File: src/rtl/mul_share_arbiter.sv
// -----------------------------------------------------------------------------
// mul_share_arbiter
//
// Shares one fixed-latency multiplier between NUM_REQ requesters. In IDLE a
// winner is picked from the requesters with req_valid set, and its operands are
// captured into the operand registers. Those registers drive mul_a/mul_b and
// stay stable for MUL_LATENCY cycles (EXEC). The product is then registered and
// offered on a valid/ready response channel, tagged with the requester index
// (RESP). No new grant is issued until the response has been accepted.
//
// Arbitration: round-robin by default. The search starts just after the last
// granted requester, so the requester served last has lowest priority. Define
// the macro MUL_SHARE_FIXED_PRIO_EN to use fixed priority instead, where the
// lowest-index valid requester always wins.
//
// Parameters:
//   DATA_WIDTH   operand width
//   OUT_WIDTH    product width (>= 2*DATA_WIDTH)
//   NUM_REQ      number of requesters (2..16)
//   MUL_LATENCY  cycles from stable operands to valid mul_result (>= 1)
//   ID_W         requester index width (derived)
//
// Ports:
//   clk         clock, rising edge
//   rst         asynchronous active-high reset
//   req_valid   per-requester request
//   req_ready   per-requester grant, one-hot or zero, combinational in IDLE
//   req_a       packed operand A, requester i at [i*DATA_WIDTH +: DATA_WIDTH]
//   req_b       packed operand B, same packing
//   mul_a       operand to the shared multiplier (io_inputs_1)
//   mul_b       operand to the shared multiplier (io_inputs_0)
//   mul_result  product from the shared multiplier (io_outs_0)
//   resp_valid  response available
//   resp_ready  consumer accepts the response
//   resp_id     requester index of the response
//   resp_data   registered product
//   busy        high whenever the FSM is not in IDLE
// -----------------------------------------------------------------------------
module mul_share_arbiter #(
  parameter int DATA_WIDTH  = 8,
  parameter int OUT_WIDTH   = 16,
  parameter int NUM_REQ     = 4,
  parameter int MUL_LATENCY = 1,
  localparam int ID_W       = $clog2(NUM_REQ)
) (
  input  logic                          clk,
  input  logic                          rst,
  input  logic [NUM_REQ-1:0]            req_valid,
  output logic [NUM_REQ-1:0]            req_ready,
  input  logic [NUM_REQ*DATA_WIDTH-1:0] req_a,
  input  logic [NUM_REQ*DATA_WIDTH-1:0] req_b,
  output logic [DATA_WIDTH-1:0]         mul_a,
  output logic [DATA_WIDTH-1:0]         mul_b,
  input  logic [OUT_WIDTH-1:0]          mul_result,
  output logic                          resp_valid,
  input  logic                          resp_ready,
  output logic [ID_W-1:0]               resp_id,
  output logic [OUT_WIDTH-1:0]          resp_data,
  output logic                          busy
);

  // The counter only has to hold MUL_LATENCY-1.
  localparam int CNT_W = (MUL_LATENCY > 1) ? $clog2(MUL_LATENCY) : 1;
  localparam logic [CNT_W-1:0] CNT_LOAD = CNT_W'(MUL_LATENCY - 1);

  typedef enum logic [1:0] {
    IDLE,
    EXEC,
    RESP
  } state_t;

  state_t                  state;
  logic [DATA_WIDTH-1:0]   a_reg;
  logic [DATA_WIDTH-1:0]   b_reg;
  logic [ID_W-1:0]         id_reg;
  logic [CNT_W-1:0]        cnt;

  logic                    win_found;
  logic [ID_W-1:0]         win_id;
  logic                    grant;
  logic [DATA_WIDTH-1:0]   win_a;
  logic [DATA_WIDTH-1:0]   win_b;

`ifdef MUL_SHARE_FIXED_PRIO_EN
  // Fixed priority. The scan runs from the top index down, so the lowest
  // valid index is the last one assigned and wins.
  always_comb begin
    // NOTE: every variable written here gets a default first. A path that
    // leaves one unassigned would infer a latch.
    win_found = 1'b0;
    win_id    = '0;
    for (int i = NUM_REQ - 1; i >= 0; i--) begin
      if (req_valid[i]) begin
        win_found = 1'b1;
        win_id    = ID_W'(i);
      end
    end
  end
`else
  logic [ID_W-1:0] last_grant;

  function automatic logic [ID_W-1:0] rr_idx(input logic [ID_W-1:0] base,
                                             input int             offs);
    return ID_W'((int'(base) + offs) % NUM_REQ);
  endfunction

  // Round-robin. Offsets are scanned from farthest (last_grant itself) to
  // nearest (last_grant+1), so the nearest valid requester is the last
  // one assigned and wins.
  always_comb begin
    // NOTE: every variable written here gets a default first. A path that
    // leaves one unassigned would infer a latch.
    win_found = 1'b0;
    win_id    = '0;
    for (int k = NUM_REQ; k >= 1; k--) begin
      if (req_valid[rr_idx(last_grant, k)]) begin
        win_found = 1'b1;
        win_id    = rr_idx(last_grant, k);
      end
    end
  end
`endif

  // A grant is offered only in IDLE, so a handshake is exactly `grant`.
  assign grant = (state == IDLE) && win_found;

  always_comb begin
    req_ready = '0;
    if (grant) req_ready[win_id] = 1'b1;
  end

  assign win_a = req_a[int'(win_id) * DATA_WIDTH +: DATA_WIDTH];
  assign win_b = req_b[int'(win_id) * DATA_WIDTH +: DATA_WIDTH];

  // The multiplier sees only the operand registers. They are written only on
  // a handshake, so the operands do not toggle outside EXEC.
  assign mul_a = a_reg;
  assign mul_b = b_reg;

  always_ff @(posedge clk or posedge rst) begin
    if (rst) begin
      // NOTE: all sequential state here uses non-blocking assignments, so
      // every register sees pre-edge values regardless of statement order.
      state      <= IDLE;
`ifndef MUL_SHARE_FIXED_PRIO_EN
      last_grant <= ID_W'(NUM_REQ - 1);
`endif
      a_reg      <= '0;
      b_reg      <= '0;
      id_reg     <= '0;
      cnt        <= '0;
      resp_valid <= 1'b0;
      resp_id    <= '0;
      resp_data  <= '0;
      busy       <= 1'b0;
    end else begin
      case (state)
        IDLE: begin
          if (grant) begin
            a_reg      <= win_a;
            b_reg      <= win_b;
            id_reg     <= win_id;
`ifndef MUL_SHARE_FIXED_PRIO_EN
            last_grant <= win_id;
`endif
            cnt        <= CNT_LOAD;
            busy       <= 1'b1;
            state      <= EXEC;
          end
        end
        EXEC: begin
          if (cnt == '0) begin
            resp_data  <= mul_result;
            resp_id    <= id_reg;
            resp_valid <= 1'b1;
            state      <= RESP;
          end else begin
            cnt <= cnt - 1'b1;
          end
        end
        RESP: begin
          if (resp_ready) begin
            resp_valid <= 1'b0;
            busy       <= 1'b0;
            state      <= IDLE;
          end
        end
        default: begin
          state <= IDLE;
          busy  <= 1'b0;
        end
      endcase
    end
  end

endmodule

File: config.mk
export PLATFORM = sky130hd
export DESIGN_NAME = mul_share_arbiter
export DESIGN_NICKNAME = d
export VERILOG_FILES = /design/src/rtl/mul_share_arbiter.sv
export SDC_FILE = /design/constraint.sdc
export NUM_CORES = 1
export LEC_CHECK = 0
export CAP_MARGIN = 30
export CORE_MARGIN = 3
export CORE_UTILIZATION = 34
export CTS_CLUSTER_DIAMETER = 100
export DETAILED_ROUTE_END_ITERATION = 10
export PLACE_DENSITY = 0.84
export SLEW_MARGIN = 20
export SYNTH_ARGS = -nofsm -noshare
export SYNTH_HDL_FRONTEND = slang
export SYNTH_SLANG_ARGS = --single-unit
File: constraint.sdc
create_clock -name clk -period 1.6 [get_ports clk]
set_input_delay 0.16 -clock clk [delete_from_list [all_inputs] [get_ports clk]]
set_output_delay 0.16 -clock clk [all_outputs]
set_load 0.02 [all_outputs]
Word level (Yosys, flattened, before mapping)
Index checks and enable logic that the tools add are counted.
{"block": "totals", "regBits": 43, "inputBits": 87}
{"block": "classes", "n_addsub": 5, "n_eq_ne": 5, "n_mux": 31, "bitwise": 2, "n_shift": 2, "n_lt_le_gt_ge": 6, "reduce_logical": 11}
{"cell": "variable part select 32 x 6 -> 8 bit", "count": 2}
{"cell": "< comparator 2 x 3 -> 1 bit (second input constant)", "count": 5}
{"cell": "two-way mux 1 bit", "count": 14}
{"cell": "two-way mux 2 bit", "count": 7}
{"cell": "AND reduction 3 bit", "count": 3}
{"cell": "binary-select mux 1 bit (select 2 bit)", "count": 4}
{"cell": "!= test 2 bit (second input constant)", "count": 3}
{"cell": "case mux 2 bit (3 select lines)", "count": 1}
{"cell": "AND reduction 2 bit", "count": 3}
{"cell": "adder 2 x 1 -> 2 bit (second input constant)", "count": 2}
{"cell": "adder 2 bit (second input constant)", "count": 2}
{"cell": "two-way mux 4 bit", "count": 1}
{"cell": "case mux 1 bit (2 select lines)", "count": 2}
{"cell": "nonzero test 2 bit", "count": 2}
{"cell": "case mux 1 bit (3 select lines)", "count": 1}
{"cell": "demux 1 bit (select 2 bit)", "count": 1}
{"cell": "equality test 2 x 1 -> 1 bit (second input constant)", "count": 1}
{"cell": "equality test 2 bit (second input constant)", "count": 1}
{"cell": ">= comparator 2 x 1 -> 1 bit (second input constant)", "count": 1}
{"cell": "logical AND 1 bit", "count": 2}
{"cell": "zero test 2 bit", "count": 1}
{"cell": "inverter 1 bit", "count": 2}
{"cell": "subtractor 1 bit (second input constant)", "count": 1}

Depth between registers and ports, before layout
Gate-level depths: netlist of the first run.
{"block": "logic_depth", "word_depth": 12, "mapped_depth": 7, "ltp_nobuf": 5}

Worst setup path before layout of the first run
Ideal clock, no wire load.
{"block": "synth_timing", "kind": "flip-flop to flip-flop", "startpoint": "register last_grant[0]", "endpoint": "register a_reg[5] (netlist: mul_a[5])", "path_slack_ns": -0.134, "t_arrival_ns": 1.602, "path_stages_with_launch": 8, "period_less_slack_ns": 1.734, "t_required_ns": 1.468, "path_cell_list": "dfstp_2 -> nand2b_1 -> o21ai_0 -> a211oi_2 -> buf_6 -> buf_12 -> mux2i_1 -> o221ai_2"}
{"block": "synth_via", "elab_chain_cells": 9}
{"item": "start, declared", "line": "100", "source": "logic [ID_W-1:0] last_grant;"}
{"item": "start signal, assigned", "line": "146", "source": "last_grant <= ID_W'(NUM_REQ - 1);"}
{"item": "start signal, assigned", "line": "164", "source": "last_grant <= win_id;"}
{"item": "parallel branches: the longest is 9 deep, another holds adder 2 x 1 -> 2 bit"}
{"item": "end signal, assigned", "line": "160", "source": "a_reg <= win_a;"}
{"item": "end, declared", "line": "73", "source": "logic [DATA_WIDTH-1:0] a_reg;"}
Several ways; the timed one is not identified. The select of a mux whose other input is x is not followed.
A chain may end at the register's enable or synchronous reset.

Final worst setup path of the first run
{"block": "layout_timing", "startpoint": "register last_grant[0]", "endpoint": "register b_reg[2] (netlist: mul_b[2])"}
{"block": "layout_via", "elab_chain_cells": 9}
{"item": "parallel branches: the longest is 9 deep, another holds adder 2 x 1 -> 2 bit"}
{"item": "end signal, assigned", "line": "161", "source": "b_reg <= win_b;"}
{"item": "end, declared", "line": "74", "source": "logic [DATA_WIDTH-1:0] b_reg;"}
Several ways; the timed one is not identified. The select of a mux whose other input is x is not followed.

==> results.json, run 1 <==
{
  "path_clk_slew_ns": 0.08,
  "core_um2": 5960,
  "rsz0062_at_grt": "yes",
  "synthCells": 174,
  "drt_first_pass_iters": 4,
  "worst_pin_slew_ns": 0.280,
  "synth_nets": 261,
  "grt_usage": 0.177,
  "port-buffer-count": 126,
  "cp.required_ns": 1.75,
  "routed_wl_mm": 6.39,
  "fin_setup_tns_ns": -5.77,
  "diodes": 0,
  "drv_slew": 0,
  "cts_buffer_depth": 2,
  "cellLeakagePower_nw": 1.65,
  "drtIter0Drc": 23,
  "p_comb_frac": 0.619,
  "cts_tree": "built",
  "numClockSinks": 42,
  "critical_path_class": "reg2reg",
  "drv_cap": 0,
  "p_sw_frac": 0.374,
  "finalCritPeriodShare": 1.20,
  "finalHoldViolations": 0,
  "yosys_warnings": 0,
  "power.share.clock": 0.113,
  "grt_pass1_wl_mm": 10.1,
  "peakVddDrop_v": 0.00123,
  "postRouteAntennaNets": 0,
  "fin_ws_ns": -0.324,
  "antenna_found_initial": 0,
  "die_x_um": 84.7,
  "maxClockFrequency_mhz": 520,
  "fin_crit_ns": 1.92,
  "seq_area_frac_synth": 0.501,
  "drc": 0,
  "arrival_ns": 2.08,
  "wire_per_inst_um": 16.1,
  "p_int_w": 0.00450,
  "seqPwrFrac": 0.269,
  "die-area_um2": 7170,
  "violations": "setup timing",
  "multi_input_area_um2": 1010,
  "final_cell_mix": "122 x clkdlybuf4s50_1, 40 x dfrtp_1, 27 x mux2i_1",
  "outcome": "finished with violations",
  "place_ws_ns": -0.617,
  "grt_pass1_vias": 2025,
  "finalPower_w": 0.00720,
  "cp_max_fo": 6,
  "start_util": 0.353,
  "hpwlAfterDp_mm": 4.67,
  "ys_ff_latch": 42,
  "synth_area_um2": 2100,
  "syn_avg_cell_area_um2": 12.1,
  "cts-root-buf": "clkbuf_8",
  "cp-end-kind": "flip-flop",
  "seqCellArea_um2": 1050,
  "clk_latency_ns": 0.29,
  "worst_setup_path_start_kind": "flip-flop",
  "die_y_um": 84.7,
  "maxSlewHeadroom": 0.813,
  "viasPerCell": 4.84,
  "drive_gt1_frac": 0.237,
  "power-per-cell-area_nw_per_um2": 1880,
  "clock_skew_ns": 0.00328,
  "gp_congestion": 0.720,
  "cts_max_level": 2,
  "hp-class": "in2async",
  "regMostFlops": "resp_data",
  "grt_max_degree": 22,
  "finalSetupViolCount": 20,
  "numCtsBuffers": 5,
  "num_vias": 1918,
  "layout_commonest_cell": "clkdlybuf4s50_1",
  "utilization": 0.644,
  "num-nets-final": 407,
  "fp-row-count": 28,
  "ys_types": 27,
  "largest_reg_flops": 16,
  "io_pins": 127,
  "overflow": 0,
  "synthToLayoutAreaGrowth_pct": 82.3,
  "switching_power_w": 0.00270,
  "n_fill_cell": 513
}
cells in the mapped netlist:
cell type,count,area share
nor2_1,8,0.014
mux2i_1,32,0.15
clkinv_4,1,0.0042
o221ai_1,16,0.067
dfstp_2,2,0.025
nand2b_1,3,0.0089
o221a_2,1,0.0054
buf_12,2,0.019
a211oi_2,1,0.0059
dfrtp_1,40,0.48
nor3_1,1,0.0024
buf_2,4,0.0095
nor2b_1,1,0.0030
and3_1,2,0.0059
nand2_1,21,0.037
buf_6,3,0.016
clkbuf_1,1,0.0018
mux2_2,18,0.096
nand2_2,2,0.0059
a21oi_1,5,0.012
a21o_1,1,0.0036
o21ai_0,2,0.0048
o21a_1,1,0.0036
nand3b_1,1,0.0036
inv_1,3,0.0054
a211o_1,1,0.0042
o221ai_2,1,0.0071
stage by stage:
| step | hold WS, ns | instances | area (um2) |
|---|---|---|---|
| after floorplan | 0.312 | 174 | 2120 |
| after global placement | 0.466 | 382 | 3520 |
| after detailed placement | 0.466 | 382 | 3520 |
| after CTS | 0.222 | 394 | 3730 |
| after global routing | 0.256 | 396 | 3830 |
| final | 0.221 | 396 | 3830 |
routing by layer:
| metal | wire length [um] | up-vias | track usage |
|---|---|---|---|
| met5 | 0 | - | 0 |
| met4 | 28 | 0 | 0.0432 |
| met3 | 528 | 2 | 0.0687 |
| met2 | 3360 | 65 | 0.297 |
| met1 | 2480 | 918 | 0.216 |
| li1 | - | 933 | - |
path summary, 6_finish.rpt:
kind                            depth (start not counted)                        end  slack, ns                      start
worst max register to register                          8       mul_b[2]$_DFFE_PP0P_      -0.32  last_grant[0]$_DFFE_PP1P_
min in group clk                                        2  resp_data[14]$_DFFE_PP0P_       0.48             mul_result[14]
max in group asynchronous                               3  last_grant[1]$_DFFE_PP1P_       1.10                        rst
worst min-delay path                                    3  resp_data[10]$_DFFE_PP0P_       0.22                        rst
worst max-delay path                                    8       mul_b[2]$_DFFE_PP0P_      -0.32  last_grant[0]$_DFFE_PP1P_
worst min register to register                          2      id_reg[1]$_DFFE_PP0P_       0.48      id_reg[1]$_DFFE_PP0P_
final cells by class:
type | instances | area share
timing repair buffer | 149 | 0.405
multi-input combinational | 118 | 0.262
tap | 75 | 0.0245
clock buffer | 5 | 0.0180
sequential | 42 | 0.275
clock inverter | 3 | 0.0104
inverter | 4 | 0.00522
repair_timing:
| action | in CTS | in global routing |
|---|---|---|
| gates cloned | 1 | 2 |
| buffers inserted | 3 | 0 |
| endpoints found under the setup margin | 20 | 22 |
| pin swaps | 2 | 5 |
| hold buffers | 0 | 0 |
| gates resized for setup | 32 | 13 |
cell families after synthesis:
| logic type | Yosys count | synth area share |
|---|---|---|
| flip-flops | 42 | 0.501 |
| AND/OR/NAND/NOR | 39 | 0.0815 |
| multiplexers | 50 | 0.249 |
| AO/OA/AOI/OAI | 29 | 0.113 |
| buffers and inverters | 14 | 0.0559 |
worst max-delay path, stage by stage (launching register included):
cell	delay [ns]
dfstp_2	0.57
nand2b_4	0.15
a21oi_2	0.07
a211oi_4	0.22
buf_6	0.15
buf_12	0.13
buf_12	0.13
mux2i_1	0.21
o221ai_1	0.15
power groups by stage:
stage               sequential (W)  combinational, W  clock, W
detailed placement         0.00195           0.00401         0
floorplan                  0.00249           0.00178         0
CTS                        0.00194           0.00427  0.000846
global placement           0.00192           0.00395         0
global route               0.00201           0.00476  0.000900
finish                     0.00194           0.00445  0.000810
(Power assumes the default switching activity.)
==> run 2: changes to the inputs <==
--- a/config.mk
+++ b/config.mk
@@ -13,2 +13,3 @@
 export PLACE_DENSITY = 0.84
+export SKIP_CTS_REPAIR_TIMING = 1
 export SLEW_MARGIN = 20
--- a/constraint.sdc
+++ b/constraint.sdc
@@ -3,2 +3,2 @@
 set_output_delay 0.16 -clock clk [all_outputs]
-set_load 0.02 [all_outputs]
+set_load 0.005 [all_outputs]
==> results.json, run 2 (synthesized netlist as in run 1, its figures left out) <==
{
  "postRouteAntennaNets": 0,
  "finalCritPeriodShare": 1.23,
  "placed_area_um2": 3530,
  "drtIter0Drc": 42,
  "final_cell_area_um2": 3700,
  "overflow": 0,
  "largest_reg_flops": 16,
  "fin_ws_ns": -0.364,
  "finalSetupViolCount": 20,
  "maxSlewHeadroom": 0.780,
  "die_x_um": 84.7,
  "grt_pass1_vias": 2030,
  "cpMaxStageDelayCell": "dfstp_2",
  "rsz0062_at_grt": "yes",
  "worst_pin_slew_ns": 0.330,
  "fin_setup_tns_ns": -5.43,
  "cts-root-buf": "clkbuf_8",
  "arrival_ns": 1.80,
  "die_y_um": 84.7,
  "violations": "setup timing",
  "cp.required_ns": 1.44,
  "core_um2": 5960,
  "drive_gt1_frac": 0.215,
  "grt_max_degree": 27,
  "diodes": 0,
  "antenna_found_initial": 0,
  "cts_tree": "built",
  "numClockSinks": 42,
  "numCtsBuffers": 5,
  "power-per-cell-area_nw_per_um2": 1670,
  "cp-end-kind": "output pin",
  "crit_family": "flip-flops",
  "cellLeakagePower_nw": 1.60,
  "maxClockFrequency_mhz": 509,
  "worst_path_largest_cell_delay_ns": 0.55,
  "num_vias": 1904,
  "finalHoldViolations": 0,
  "port-buffer-count": 126,
  "viasPerCell": 4.86,
  "hpwlAfterDp_mm": 4.68,
  "critical_path_class": "reg2out",
  "clk_latency_ns": 0.29,
  "path_buf_inv": 2,
  "fin_crit_ns": 1.96,
  "wire_per_inst_um": 15.5,
  "routed_wl_mm": 6.09,
  "drv_cap": 0,
  "regMostFlops": "resp_data",
  "cp_max_fo": 3,
  "drc": 0,
  "gp_congestion": 0.863,
  "peakVddDrop_v": 0.000894,
  "grt_pass1_wl_mm": 9.74,
  "cts_max_level": 2,
  "drv_slew": 0,
  "holdWs_ns": 0.200,
  "fp-row-count": 28,
  "synthToLayoutAreaGrowth_pct": 75.7,
  "io_pins": 127,
  "drt_first_pass_iters": 4,
  "cts_buffer_depth": 2,
  "layout_commonest_cell": "clkdlybuf4s50_1",
  "outcome": "finished with violations",
  "die-area_um2": 7170,
  "hp-class": "in2async",
  "worst_setup_path_start_kind": "flip-flop",
  "path_cells": "nand2b_4 -> o21ai_4 -> a211oi_4 -> buf_4 -> and3_4 -> buf_6",
  "clock_skew_ns": 0.00482,
  "grt_usage": 0.169,
  "start_util": 0.353,
  "num-nets-final": 403,
  "path_clk_slew_ns": 0.08,
  "final_cell_mix": "121 x clkdlybuf4s50_1, 40 x dfrtp_1, 29 x mux2i_1"
}
==> run 2: stage by stage <==
step                      setup WS (ns)  cells  total power [W]   util
after floorplan                 -0.0817    174          0.00371      -
after global placement           -0.496    382          0.00532  0.593
after detailed placement         -0.531    382          0.00542  0.593
after CTS                        -0.629    390          0.00610  0.608
after global routing             -0.432    392          0.00660  0.621
final                            -0.364    392          0.00615  0.621
==> run 2: cell type report <==
class | instances | area, um2
Clock buffer | 6 | 72.6
Clock inverter | 2 | 13.8
Fill cell | 528 | 2260
Inverter | 4 | 20.0
Multi-Input combinational cell | 118 | 1000
Sequential cell | 42 | 1050
Tap cell | 75 | 93.8
Timing Repair Buffer | 145 | 1440
==> run 2: final timing paths <==
kind,end,slack [ns],depth (start not counted),from
min reg2reg,id_reg[1]$_DFFE_PP0P_,0.49,2,id_reg[1]$_DFFE_PP0P_
min in group clk,resp_data[0]$_DFFE_PP0P_,0.47,2,mul_result[0]
min,resp_data[0]$_DFFE_PP0P_,0.20,3,rst
max reg2reg,mul_b[7]$_DFFE_PP0P_,-0.30,7,last_grant[0]$_DFFE_PP1P_
max in group asynchronous,last_grant[1]$_DFFE_PP1P_,1.05,3,rst
max,req_ready[0],-0.36,6,last_grant[0]$_DFFE_PP1P_
==> run 2: power by group <==
group	switching, W	internal [W]
Sequential	0.000302	0.00163
Combinational	0.00140	0.00216
Clock	0.000354	0.000308
==> run 2: worst register-to-register path: cells and delay by family (launching register included) <==
| kind | cells | cell delay, ns |
|---|---|---|
| flip-flops | 1 | 0.55 |
| AO/OA/AOI/OAI | 3 | 0.52 |
| buffers and inverters | 2 | 0.32 |
| multiplexers | 1 | 0.22 |
| AND/OR/NAND/NOR | 1 | 0.14 |
==> run 2: layer usage <==
metal	GRT usage	wire length [um]	vias to the layer above
met5	0	0	-
met4	0.0360	53	0
met3	0.0648	502	6
met2	0.291	3180	62
met1	0.200	2350	919
li1	-	-	917
==> run 3: changes to the inputs <==
- GPL_TIMING_DRIVEN: unset -> 0
==> results.json, run 3 (synthesized netlist as in run 1, its figures left out) <==
{
  "cts-root-buf": "clkbuf_8",
  "fp-row-count": 28,
  "port-buffer-count": 126,
  "fin_ws_ns": -0.388,
  "finalHoldViolations": 0,
  "finalSetupViolCount": 20,
  "clk_latency_ns": 0.30,
  "grt_pass1_vias": 2070,
  "core_um2": 5960,
  "hp-class": "in2async",
  "arrival_ns": 1.83,
  "numClockSinks": 42,
  "routed_wl_mm": 6.31,
  "fin_crit_ns": 1.99,
  "outcome": "finished with violations",
  "numCtsBuffers": 5,
  "placed_area_um2": 3490,
  "power-per-cell-area_nw_per_um2": 1730,
  "final_cell_mix": "119 x clkdlybuf4s50_1, 40 x dfrtp_1, 29 x mux2i_1",
  "synthToLayoutAreaGrowth_pct": 80.7,
  "cts_max_level": 2,
  "cpMaxStageDelayCell": "dfstp_2",
  "hpwlAfterDp_mm": 4.68,
  "grt_pass1_wl_mm": 9.96,
  "maxClockFrequency_mhz": 503,
  "violations": "setup timing",
  "final_cell_area_um2": 3800,
  "path_common_cell": "buf_6",
  "place_ws_ns": -0.879,
  "drtIter0Drc": 69,
  "cp-end-kind": "output pin",
  "drv_slew": 0,
  "worst_path_largest_cell_delay_ns": 0.54,
  "clock_skew_ns": 0.0126,
  "crit_family": "flip-flops",
  "diodes": 0,
  "r2r_start": "last_grant[0]$_DFFE_PP1P_",
  "die_x_um": 84.7,
  "drv_cap": 0,
  "start_util": 0.353,
  "io_pins": 127,
  "regMostFlops": "resp_data",
  "dpl.cell_count": 376,
  "path_cells": "nand2b_4 -> o21ai_2 -> a211oi_2 -> buf_6 -> buf_6 -> buf_12 -> nor2_1 -> clkbuf_2",
  "path_clk_slew_ns": 0.09,
  "cp_max_fo": 6,
  "critical_path_class": "reg2out",
  "cp.required_ns": 1.44,
  "num-nets-final": 409,
  "path_buf_inv": 4,
  "cts_buffer_depth": 2,
  "layout_commonest_cell": "clkdlybuf4s50_1",
  "largest_reg_flops": 16,
  "worstReg2RegEnd": "mul_b[7]$_DFFE_PP0P_",
  "antenna_found_initial": 0,
  "finalCritPeriodShare": 1.24,
  "reg2reg_depth": 9,
  "worst_setup_path_start_kind": "flip-flop",
  "worst_pin_slew_ns": 0.455,
  "overflow": 0,
  "die_y_um": 84.7,
  "die-area_um2": 7170,
  "r2r_slack_ns": -0.34,
  "startpoint": "last_grant[0]$_DFFE_PP1P_",
  "maxSlewHeadroom": 0.697,
  "rsz0062_at_grt": "yes",
  "peakVddDrop_v": 0.000846,
  "finalNonFillerCells": 398,
  "drive_gt1_frac": 0.223,
  "drt_first_pass_iters": 4,
  "viasPerCell": 4.96,
  "gp_congestion": 0.687,
  "cellLeakagePower_nw": 1.69,
  "postRouteAntennaNets": 0,
  "grt_usage": 0.173,
  "grt_max_degree": 27,
  "wire_per_inst_um": 15.8,
  "num_vias": 1973,
  "fin_setup_tns_ns": -5.76,
  "holdWs_ns": 0.153,
  "drc": 0,
  "cts_tree": "built"
}
==> run 3: worst max-delay path by stage <==
stage / end / slack [ns] / cells after the start
after CTS: req_ready[1] / -0.90 / 9
after floorplan: mul_a[5]$_DFFE_PP0P_ / -0.08 / 7
after detailed placement: req_ready[1] / -0.88 / 9
after global routing: req_ready[1] / -0.45 / 8
after global placement: req_ready[1] / -0.90 / 9
final: req_ready[3] / -0.39 / 8
==> run 3: where the power goes <==
part / leakage, nW / switching, W / total, W / internal, W
combinational: 1.13 / 0.00144 / 0.00378 / 0.00234
sequential: 0.499 / 0.000324 / 0.00196 / 0.00163
clock: 0.0585 / 0.000381 / 0.000849 / 0.000468
==> run 3: area by class of cell <==
class,instances,area (um2)
plain buffers,10,115
clock buffers,5,68.8
clock inverters,3,43.8
fillers,494,2160
inverters,4,20.0
multi-input cells,118,987
flip-flops and latches,42,1050
well taps,75,93.8
repair buffers,141,1420
==> run 3: worst reg2reg max path, stage by stage, from the launching register on <==
cell and delay (ns):
dfstp_2 0.54, nand2b_4 0.13, o21ai_2 0.06, a211oi_2 0.31, buf_6 0.15, buf_6 0.10
buf_12 0.11, buf_4 0.12, mux2i_2 0.20, o221ai_1 0.12
==> run 3: routing by layer <==
layer / GRT usage / vias to the layer above / share of wire / wire, um
li1: - / 930 / - / -
met4: 0.0345 / 0 / 0.0043 / 27
met1: 0.211 / 971 / 0.40 / 2510
met5: 0 / - / 0 / 0
met2: 0.288 / 70 / 0.52 / 3300
met3: 0.0716 / 2 / 0.074 / 467
==> run 3: per-stage QoR <==
stage	util	power [W]
2_1_floorplan	-	0.00371
3_3_place_gp	0.583	0.00525
3_5_place_dp	0.586	0.00534
4_1_cts	0.605	0.00622
5_1_grt	0.638	0.00707
6_report	0.638	0.00658
